===== config.mk =====
export PLATFORM = sky130hd
export DESIGN_NAME = qsn_shift_pipe
export DESIGN_NICKNAME = d
export VERILOG_FILES = /design/src/rtl/qsn_pkg.sv /design/src/rtl/qsn_sel_decode.sv /design/src/rtl/qsn_shift_pipe.sv
export SDC_FILE = /design/constraint.sdc
export NUM_CORES = 1
export LEC_CHECK = 0
export BUFFER_PORTS_ARGS = -buffer_cell sky130_fd_sc_hd__clkbuf_2
export CORE_ASPECT_RATIO = 0.9
export CORE_MARGIN = 8
export CORE_UTILIZATION = 56
export CTS_BUF_LIST = sky130_fd_sc_hd__clkbuf_8
export DETAILED_ROUTE_END_ITERATION = 6
export GPL_TIMING_DRIVEN = 0
export PLACE_DENSITY = 0.87
export SYNTH_ARGS = -nofsm -noshare
export SYNTH_HDL_FRONTEND = slang
export SYNTH_SLANG_ARGS = --single-unit

===== constraint.sdc =====
create_clock -name sys_clk -period 2.12 [get_ports sys_clk]
set_clock_uncertainty 0.1 [all_clocks]
set_input_delay 0.212 -clock sys_clk [delete_from_list [all_inputs] [get_ports sys_clk]]
set_output_delay 0.212 -clock sys_clk [all_outputs]
set_load 0.005 [all_outputs]

===== src/rtl/qsn_pkg.sv =====
// -----------------------------------------------------------------------------
// qsn_pkg
// Shared definitions for the quasi-cyclic shift network (QSN):
//   - QSN_Z_DEFAULT / QSN_Q_DEFAULT : lifting size and message width of the
//     default decoder build.
//   - qsn_clog2()                   : ceiling log2, used to size shift fields.
//   - `QSN_LANE(vec, j, q)          : selects message lane j (q bits wide) of a
//                                     lane-packed vector; used both to pack
//                                     and to unpack lanes.
// No ports (package).
// -----------------------------------------------------------------------------
`ifndef QSN_LANE
`define QSN_LANE(vec, j, q) vec[(j)*(q) +: (q)]
`endif

package qsn_pkg;

  localparam int QSN_Z_DEFAULT = 15;
  localparam int QSN_Q_DEFAULT = 3;

  // Smallest w with 2**w >= value (0 for value <= 1).
  function automatic int qsn_clog2(input int value);
    int result;
    int rem;
    result = 0;
    rem    = value - 1;
    while (rem > 0) begin
      result = result + 1;
      rem    = rem >> 1;
    end
    return result;
  endfunction

endpackage


===== src/rtl/qsn_sel_decode.sv =====
// -----------------------------------------------------------------------------
// qsn_sel_decode
// Combinational decode of a (shift s, active size z) pair into the controls of
// the two-path cyclic shifter:
//   shift      in  SW    left cyclic shift s
//   zact       in  SW+1  active lifting size z
//   left_amt   out SW    amount for the "left" path (lanes j < z-s), = s
//   right_amt  out SW+1  amount for the "right" path (wrapped lanes), = z-s
//   merge_mask out Z-1   bit j-1 set iff lane j takes the left path; lane 0
//                        always takes it because z-s >= 1 on a legal beat
//   lane_mask  out Z     bit j set iff lane j < z
//   err        out 1     s >= z, z == 0 or z > Z
// An illegal pair drives all controls to zero; the datapath then zeroes the
// beat via err.
// -----------------------------------------------------------------------------
module qsn_sel_decode
  import qsn_pkg::*;
#(
  parameter int Z  = QSN_Z_DEFAULT,
  parameter int SW = qsn_clog2(Z)
) (
  input  logic [SW-1:0] shift,
  input  logic [SW:0]   zact,
  output logic [SW-1:0] left_amt,
  output logic [SW:0]   right_amt,
  output logic [Z-2:0]  merge_mask,
  output logic [Z-1:0]  lane_mask,
  output logic          err
);

  logic          err_s;
  logic [SW:0]   diff_s;

  assign diff_s = zact - {1'b0, shift};

  // Legality of the (s, z) pair.
  always_comb begin
    err_s = 1'b0;
    if (zact == {(SW+1){1'b0}}) begin
      err_s = 1'b1;
    end else if (zact > (SW+1)'(Z)) begin
      err_s = 1'b1;
    end else if ({1'b0, shift} >= zact) begin
      err_s = 1'b1;
    end else begin
      err_s = 1'b0;
    end
  end

  // Shift amounts and lane masks; neutral (all zero) for an illegal pair.
  always_comb begin
    left_amt   = '0;
    right_amt  = '0;
    merge_mask = '0;
    lane_mask  = '0;
    if (!err_s) begin
      left_amt  = shift;
      right_amt = diff_s;
      for (int j = 1; j < Z; j++) begin
        merge_mask[j-1] = ((SW+1)'(j) < diff_s);
      end
      for (int j = 0; j < Z; j++) begin
        lane_mask[j] = ((SW+1)'(j) < zact);
      end
    end else begin
      left_amt   = '0;
      right_amt  = '0;
      merge_mask = '0;
      lane_mask  = '0;
    end
  end

  assign err = err_s;

endmodule


===== src/rtl/qsn_shift_pipe.sv =====
// -----------------------------------------------------------------------------
// qsn_shift_pipe
// Three-stage pipelined quasi-cyclic shift network. For z = in_zact and
// s = in_shift: out[j] = in[(j+s) mod z] for j < z, out[j] = 0 for j >= z.
// Illegal beats (s >= z, z == 0, z > Z) come out in order with out_err = 1 and
// all-zero data. All stages advance together (lock-step) when the output slot
// is empty or being consumed.
//   sys_clk   in  1     clock
//   rstn      in  1     synchronous active-low reset
//   in_valid  in  1     input beat valid
//   in_ready  out 1     input beat accepted this cycle
//   in_data   in  Z*Q   message j at in_data[j*Q +: Q]
//   in_shift  in  SW    left cyclic shift
//   in_zact   in  SW+1  active lifting size
//   out_valid out 1     output beat valid
//   out_ready in  1     downstream accepts
//   out_data  out Z*Q   shifted vector, same packing as in_data
//   out_err   out 1     beat carried an illegal shift or size
// -----------------------------------------------------------------------------
module qsn_shift_pipe
  import qsn_pkg::*;
#(
  parameter int Z  = QSN_Z_DEFAULT,
  parameter int Q  = QSN_Q_DEFAULT,
  parameter int SW = qsn_clog2(Z)
) (
  input  logic           sys_clk,
  input  logic           rstn,
  input  logic           in_valid,
  output logic           in_ready,
  input  logic [Z*Q-1:0] in_data,
  input  logic [SW-1:0]  in_shift,
  input  logic [SW:0]    in_zact,
  output logic           out_valid,
  input  logic           out_ready,
  output logic [Z*Q-1:0] out_data,
  output logic           out_err
);

  // Decoder outputs (S0 input side)
  logic [SW-1:0]         left_amt_s;
  logic [SW:0]           right_amt_s;
  logic [Z-2:0]          merge_mask_s;
  logic [Z-1:0]          lane_mask_s;
  logic                  err_s;
  logic                  adv_s;

  // S0 registers
  logic                  v0_r;
  logic [Z*Q-1:0]        d0_r;
  logic [SW-1:0]         lsh0_r;
  logic [SW:0]           rsh0_r;
  logic [Z-2:0]          mask0_r;
  logic [Z-1:0]          zmask0_r;
  logic                  err0_r;

  // S1 shift results per bit-plane and registers
  logic [Q-1:0][Z-1:0]   left_s;
  logic [Q-1:0][Z-1:0]   right_s;
  logic                  v1_r;
  logic [Q-1:0][Z-1:0]   left1_r;
  logic [Q-1:0][Z-1:0]   right1_r;
  logic [Z-2:0]          mask1_r;
  logic                  err1_r;

  // S2 merge and output registers
  logic [Z-1:0]          sel_s;
  logic [Z*Q-1:0]        merged_s;
  logic                  out_valid_r;
  logic [Z*Q-1:0]        out_data_r;
  logic                  out_err_r;

  assign adv_s    = !out_valid_r || out_ready;
  assign in_ready = adv_s;

  qsn_sel_decode #(
    .Z  (Z),
    .SW (SW)
  ) u_sel_decode (
    .shift      (in_shift),
    .zact       (in_zact),
    .left_amt   (left_amt_s),
    .right_amt  (right_amt_s),
    .merge_mask (merge_mask_s),
    .lane_mask  (lane_mask_s),
    .err        (err_s)
  );

  // S0: capture the beat and its decoded shift controls.
  always_ff @(posedge sys_clk) begin
    if (!rstn) begin
      v0_r     <= 1'b0;
      d0_r     <= '0;
      lsh0_r   <= '0;
      rsh0_r   <= '0;
      mask0_r  <= '0;
      zmask0_r <= '0;
      err0_r   <= 1'b0;
    end else if (adv_s) begin
      v0_r <= in_valid;
      if (in_valid) begin
        d0_r     <= in_data;
        lsh0_r   <= left_amt_s;
        rsh0_r   <= right_amt_s;
        mask0_r  <= merge_mask_s;
        zmask0_r <= lane_mask_s;
        err0_r   <= err_s;
      end
    end
  end

  // One Z-wide barrel shift pair per bit-plane. Lanes >= z are cleared before
  // shifting so nothing outside the active ring leaks in; the wrapped path is
  // cleared again afterwards because it can land on lanes >= z.
  for (genvar b = 0; b < Q; b++) begin : g_plane
    logic [Z-1:0] plane_s;

    // Gather bit b of every active lane into one plane.
    always_comb begin
      plane_s = '0;
      for (int j = 0; j < Z; j++) begin
        plane_s[j] = d0_r[j*Q + b] & zmask0_r[j];
      end
    end

    assign left_s[b]  = plane_s >> lsh0_r;
    assign right_s[b] = (plane_s << rsh0_r) & zmask0_r;
  end

  // S1: register both shift paths together with the merge controls.
  always_ff @(posedge sys_clk) begin
    if (!rstn) begin
      v1_r     <= 1'b0;
      left1_r  <= '0;
      right1_r <= '0;
      mask1_r  <= '0;
      err1_r   <= 1'b0;
    end else if (adv_s) begin
      v1_r     <= v0_r;
      left1_r  <= left_s;
      right1_r <= right_s;
      mask1_r  <= mask0_r;
      err1_r   <= err0_r;
    end
  end

  // Lane 0 always takes the left path; the stored mask covers lanes 1..Z-1.
  assign sel_s = {mask1_r, 1'b1};

  // Merge the two paths lane by lane and repack; an illegal beat is zeroed.
  always_comb begin
    merged_s = '0;
    for (int j = 0; j < Z; j++) begin
      logic [Q-1:0] lane_s;
      lane_s = '0;
      for (int b = 0; b < Q; b++) begin
        if (sel_s[j]) begin
          lane_s[b] = left1_r[b][j];
        end else begin
          lane_s[b] = right1_r[b][j];
        end
      end
      `QSN_LANE(merged_s, j, Q) = lane_s;
    end
    if (err1_r) begin
      merged_s = '0;
    end else begin
      merged_s = merged_s;
    end
  end

  // S2: output register.
  always_ff @(posedge sys_clk) begin
    if (!rstn) begin
      out_valid_r <= 1'b0;
      out_data_r  <= '0;
      out_err_r   <= 1'b0;
    end else if (adv_s) begin
      out_valid_r <= v1_r;
      out_data_r  <= merged_s;
      out_err_r   <= v1_r & err1_r;
    end
  end

  assign out_valid = out_valid_r;
  assign out_data  = out_data_r;
  assign out_err   = out_err_r;

endmodule


# [Yosys cells after proc, flatten, opt, wreduce, memory -nomap -nowiden]
# Index checks and enable logic that the tools add are counted.
[op_classes] n_mux=50 magnitude_cmp=31 shift=6 addsub=1 reduce_logical=4 n_bitwise=49
[ops] op="< comparator 4 x 5 -> 1 bit, first input constant" n=14
[ops] op="AND 1 bit" n=46
[ops] op="AND 15 bit" n=3
[ops] op="2-to-1 mux 1 bit" n=45
[ops] op="2-to-1 mux 45 bit" n=1
[ops] op="left shift 15 x 5 -> 15 bit" n=3
[ops] op=">> shifter 15 x 4 -> 15 bit" n=3
[ops] op="< comparator 3 x 5 -> 1 bit, first input constant" n=8
[ops] op="< comparator 2 x 5 -> 1 bit, first input constant" n=4
[ops] op="< comparator 1 x 5 -> 1 bit, first input constant" n=3
[ops] op="2-to-1 mux 15 bit" n=1
[ops] op="2-to-1 mux 14 bit" n=1
[ops] op=">= comparator 4 x 5 -> 1 bit" n=1
[ops] op="> comparator 5 x 4 -> 1 bit, second input constant" n=1
[ops] op="logical NOT 5 bit" n=1
[ops] op="2-to-1 mux 5 bit" n=1
[ops] op="subtractor 5 x 4 -> 5 bit" n=1
[ops] op="2-to-1 mux 4 bit" n=1
[ops] op="AND reduction 2 bit" n=1
[ops] op="logical NOT 1 bit" n=1
[ops] op="logical OR 1 bit" n=1
[word_totals] reg_bits=238 wordCells=160 output_inout_bits=48

# [Logic depth before layout (Yosys ltp)]
[logic_depth] depth_word=5 mapped_depth=10

# [Hierarchy]
# From an unflattened synthesis, not the netlist that was laid out.
[unflattened] cells_unflattened=1562 area_unflattened_um2=12874.8
[modules_own_cells] mod="qsn_shift_pipe" seq_area_each_um2=4704.5 cells_each=1464 n_inst=1 area_each_um2=12258.0
[modules_own_cells] mod="qsn_sel_decode" seq_area_each_um2=0.0 cells_each=98 n_inst=1 area_each_um2=616.8

# [Least setup slack after synthesis]
# Ideal clock, no wire load.
[synth_path] path_kind="input to register" startpoint="input port in_zact[0]" endpoint="register mask0_r[7]" setup_time_ps=70 setup_slack_ps=-72 path_stages=10 t_arrival_ps=2022 path_cell_list="inv_1 > ha_1 > inv_1 > fa_1 > a21o_1 > a21oi_1 > xnor2_1 > clkbuf_1 > o211ai_1 > a21oi_1"
[synth_between] elab_chain_len=5
[synth_lines] item="from (decl)" line="qsn_shift_pipe.sv:33" text="input logic [SW:0] in_zact,"
[synth_lines] item="branches (longest 4 deep; another with subtractor 5 x 4 -> 5 bit)"
[synth_lines] item="2-to-1 mux 14 bit *" line="qsn_sel_decode.sv:56" text="if (!err_s) begin"
[synth_lines] item="to (signal assigned)" line="qsn_shift_pipe.sv:105" text="mask0_r <= merge_mask_s;"
[synth_lines] item="to (decl)" line="qsn_shift_pipe.sv:53" text="logic [Z-2:0] mask0_r;"
# Mark *: on every way between the ends.
# A chain may end at the register's enable or synchronous reset.

# [Final worst setup path]
[layout_path] startpoint="register out_valid_r, in the netlist out_valid" endpoint="register right1_r[37] (netlist name)"
[layout_between] elab_chain_len=2
[layout_lines] item="from (decl)" line="qsn_shift_pipe.sv:69" text="logic out_valid_r;"
[layout_lines] item="from (signal assigned)" line="qsn_shift_pipe.sv:179" text="out_valid_r <= v1_r;"
[layout_lines] item="logical NOT 1 bit" line="qsn_shift_pipe.sv:73" text="assign adv_s = !out_valid_r || out_ready;"
[layout_lines] item="logical OR 1 bit" line="qsn_shift_pipe.sv:73"
[layout_lines] item="to (signal assigned)" line="qsn_shift_pipe.sv:141" text="right1_r <= right_s;"
[layout_lines] item="to (decl)" line="qsn_shift_pipe.sv:62" text="logic [Q-1:0][Z-1:0] right1_r;"
# No other way between the ends.

==> results_dict.tcl <==
set metrics [dict create \
    io_pins 106 \
    synth_fp_nets 1577 \
    max_cap_violations 0 \
    clock-sinks 235 \
    whs_path_depth 4 \
    worst_pin_slew_ps 1040 \
    seq_area_frac_synth 0.372 \
    cts_buffers 37 \
    crit_buf_inv 4 \
    min_path_type "primary input to register" \
    synth_ff_type "dfxtp_1" \
    fin_crit_ps 2180 \
    fp.dieH_um 159 \
    critical_path.top_delay_family "buffers and inverters" \
    root_buffer "clkbuf_8" \
    r2r_start "out_valid" \
    firstDrtPassIters 7 \
    p_total_mw 9.87 \
    clock.fmax_mhz 459 \
    ir_drop_v 0.000501 \
    finalSetupTns_ps -286 \
    die_width_um 174 \
    slowest_delay_ps 360 \
    final_nets 1773 \
    grt_usage 0.442 \
    synth_area_leaders "dfxtp_1 (37%), mux4_2 (7.3%), nand2_1 (7.0%)" \
    syn_avg_cell_area_um2 8.35 \
    grt_pass1_wl_um 90600 \
    finalHoldViolations 0 \
    finalCritPeriodShare 1.03 \
    synth_mux_area_frac 0.139 \
    cp_slowest_cell "dfxtp_1" \
    path_clk_slew_ps 60 \
    vias_per_cell 7.16 \
    arrival_ps 2570 \
    required_ps 2510 \
    setup_violations 18 \
    relSlewSlack 0.304 \
    htree_levels 2 \
    drt-total-wl_um 62500 \
    fin_util 0.685 \
    violations "negative setup slack" \
    rrSetupSlack_ps -60 \
    synth_adder_area_share 0.00554 \
    ff2ff_path_depth 7 \
    synth_edf_count 0 \
    yosysWarnings 0 \
    wl_per_cell_um 30.7 \
    cts_tree "built" \
    area_growth_pct 20.9 \
    r2r_end "right1_r[37]" \
    drcViolationCount 0 \
    initial_core_util 0.567 \
    path_class "register to register" \
    drive_gt1_frac 0.241 \
    port_buffers 104 \
    clockBufferDepth 3 \
    vias 14600 \
    yosys-top-cells-count "dfxtp_1 (235), nand2_1 (235), nor2_1 (138)" \
    synth_cell_type_count 72 \
    timing.hold.ws_ps 50.4 \
    min_from "in_zact[0]" \
    cellPowerDensity_nw_per_um2 645 \
    synth_top_family_by_area "compound AO/OA/AOI/OAI gates" \
    synth_compound_area_frac 0.235 \
    placed_area_um2 13500 \
    post-dp-hpwl_um 46800 \
    synth.largest_area_cell "dfxtp_1" \
    status "finished, violations left" \
    layout_setup_ws_ps -59.8 \
    synth_area_um2 12600 \
    ant_nets 0 \
    p_leak_nw 5.71 \
    cp_max_fo 10 \
    finalWeightedCongestion 1.09 \
    synthXorXnorAreaFrac 0.00277 \
    path_cells "nor2b_2, buf_6, inv_6, nor2_1, buf_2, clkbuf_2, a22o_1" \
    die_area_um2 27700 \
    row_count 52 \
    synth-simple-area-share 0.196 \
    startpoint_type "register" \
    grt_max_degree 12 \
    endpoint_kind "register" \
    antenna_found_initial 2 \
    clk_latency_ps 580 \
    rsz0062_at_grt "true" \
    n_fill_cell 1744 \
    synth_cells 1514 \
    synth_top_area_frac 0.372 \
    synthArstFlopShare 0 \
    slew_viol_final 0 \
    coreArea_um2 22300 \
    grt_overflow_total 0 \
    drt_iter0_markers 2511 \
    finalInstanceArea_um2 15300 \
    worstHoldEndpoint "zmask0_r[12]" \
    grt_pass1_vias 13900 \
    synth_seq_cells 235 \
]
cell type report:
cell class	instances	area [um^2]	share of cell area
repair buffers	159	1060	0.0694
diodes	2	5.00	0.000327
clock buffers	42	578	0.0378
multi-input cells	1126	7550	0.494
well taps	297	372	0.0243
flip-flops and latches	235	4710	0.308
inverters	19	78.8	0.00515
clock inverters	21	148	0.00965
plain buffers	132	790	0.0516
how the worst max path moves through the flow:
| stage | from | endpoint | cells past startpoint |
|---|---|---|---|
| after floorplan | in_zact[0] | mask0_r[7] | 10 |
| after global placement | zmask0_r[13] | left1_r[7] | 6 |
| after detailed placement | out_valid | right1_r[23] | 6 |
| after CTS | out_valid | in_ready | 6 |
| after global routing | out_valid | right1_r[37] | 7 |
| final | out_valid | right1_r[37] | 7 |
layout by cell type (no fill, tap or decap), types with 29 or more instances in the layout:
master	count
dfxtp_1	229
clkbuf_8	42
clkbuf_2	134
nand3_1	80
a21oi_1	107
mux4_2	41
mux2_2	52
clkbuf_1	38
o21ai_1	36
inv_1	29
and2_1	29
dlygate4sd3_1	51
nor2_1	130
a22oi_1	88
o21ai_0	47
nand2_1	222
per-layer routing:
| layer | up-vias | global-route usage | routed length (um) |
|---|---|---|---|
| met4 | 0 | 0.280 | 4810 |
| met2 | 1389 | 0.644 | 25400 |
| met3 | 341 | 0.163 | 9940 |
| met5 | - | 0 | 0 |
| li1 | 5966 | - | - |
| met1 | 6854 | 0.547 | 22300 |
logic make-up after synthesis:
group,count (synthesis)
AO/OA/AOI/OAI,444
XOR/XNOR,4
adder cells (fa/ha/maj),5
buffers and inverters,153
flip-flops,235
multiplexers,117
AND/OR/NAND/NOR,556
worst min-delay path, cell delays in order:
cell	delay, ps
clkbuf_2	140
o21a_1	120
o21ai_1	50
a21oi_1	130
power breakdown:
group | switching [mW] | internal (mW) | total [mW] | leakage [nW]
combinational | 0.839 | 0.409 | 1.25 | 3.39
clock | 1.87 | 2.06 | 3.93 | 0.422
sequential | 0.167 | 4.52 | 4.69 | 1.91
total | 2.88 | 6.99 | 9.87 | 5.71
per-stage QoR:
step | cells | setup WS (ps)
3_3_place_gp | 1915 | -589
3_5_place_dp | 1915 | -549
2_1_floorplan | 1514 | 3.25
6_report | 2033 | -59.8
4_1_cts | 2030 | -48.1
5_1_grt | 2032 | -11.4
flip-flops by register name, summed over array words and instances, names as in the netlist, 5 cells and up:
register / cells
d0_r: 45
left1_r: 45
out_data: 45
right1_r: 42
zmask0_r: 15
mask0_r: 14
mask1_r: 14
rsh0_r: 5
timing repair:
item | in CTS | in global routing
endpoints found under the hold margin | 54 | 0
pin swaps | 2 | 5
endpoints found under the setup margin | 213 | 133
buffers inserted | 3 | 1
resized for setup | 102 | 126
gates cloned | 0 | 0
hold buffers | 51 | 0
Power figures use the tool's default switching activity.
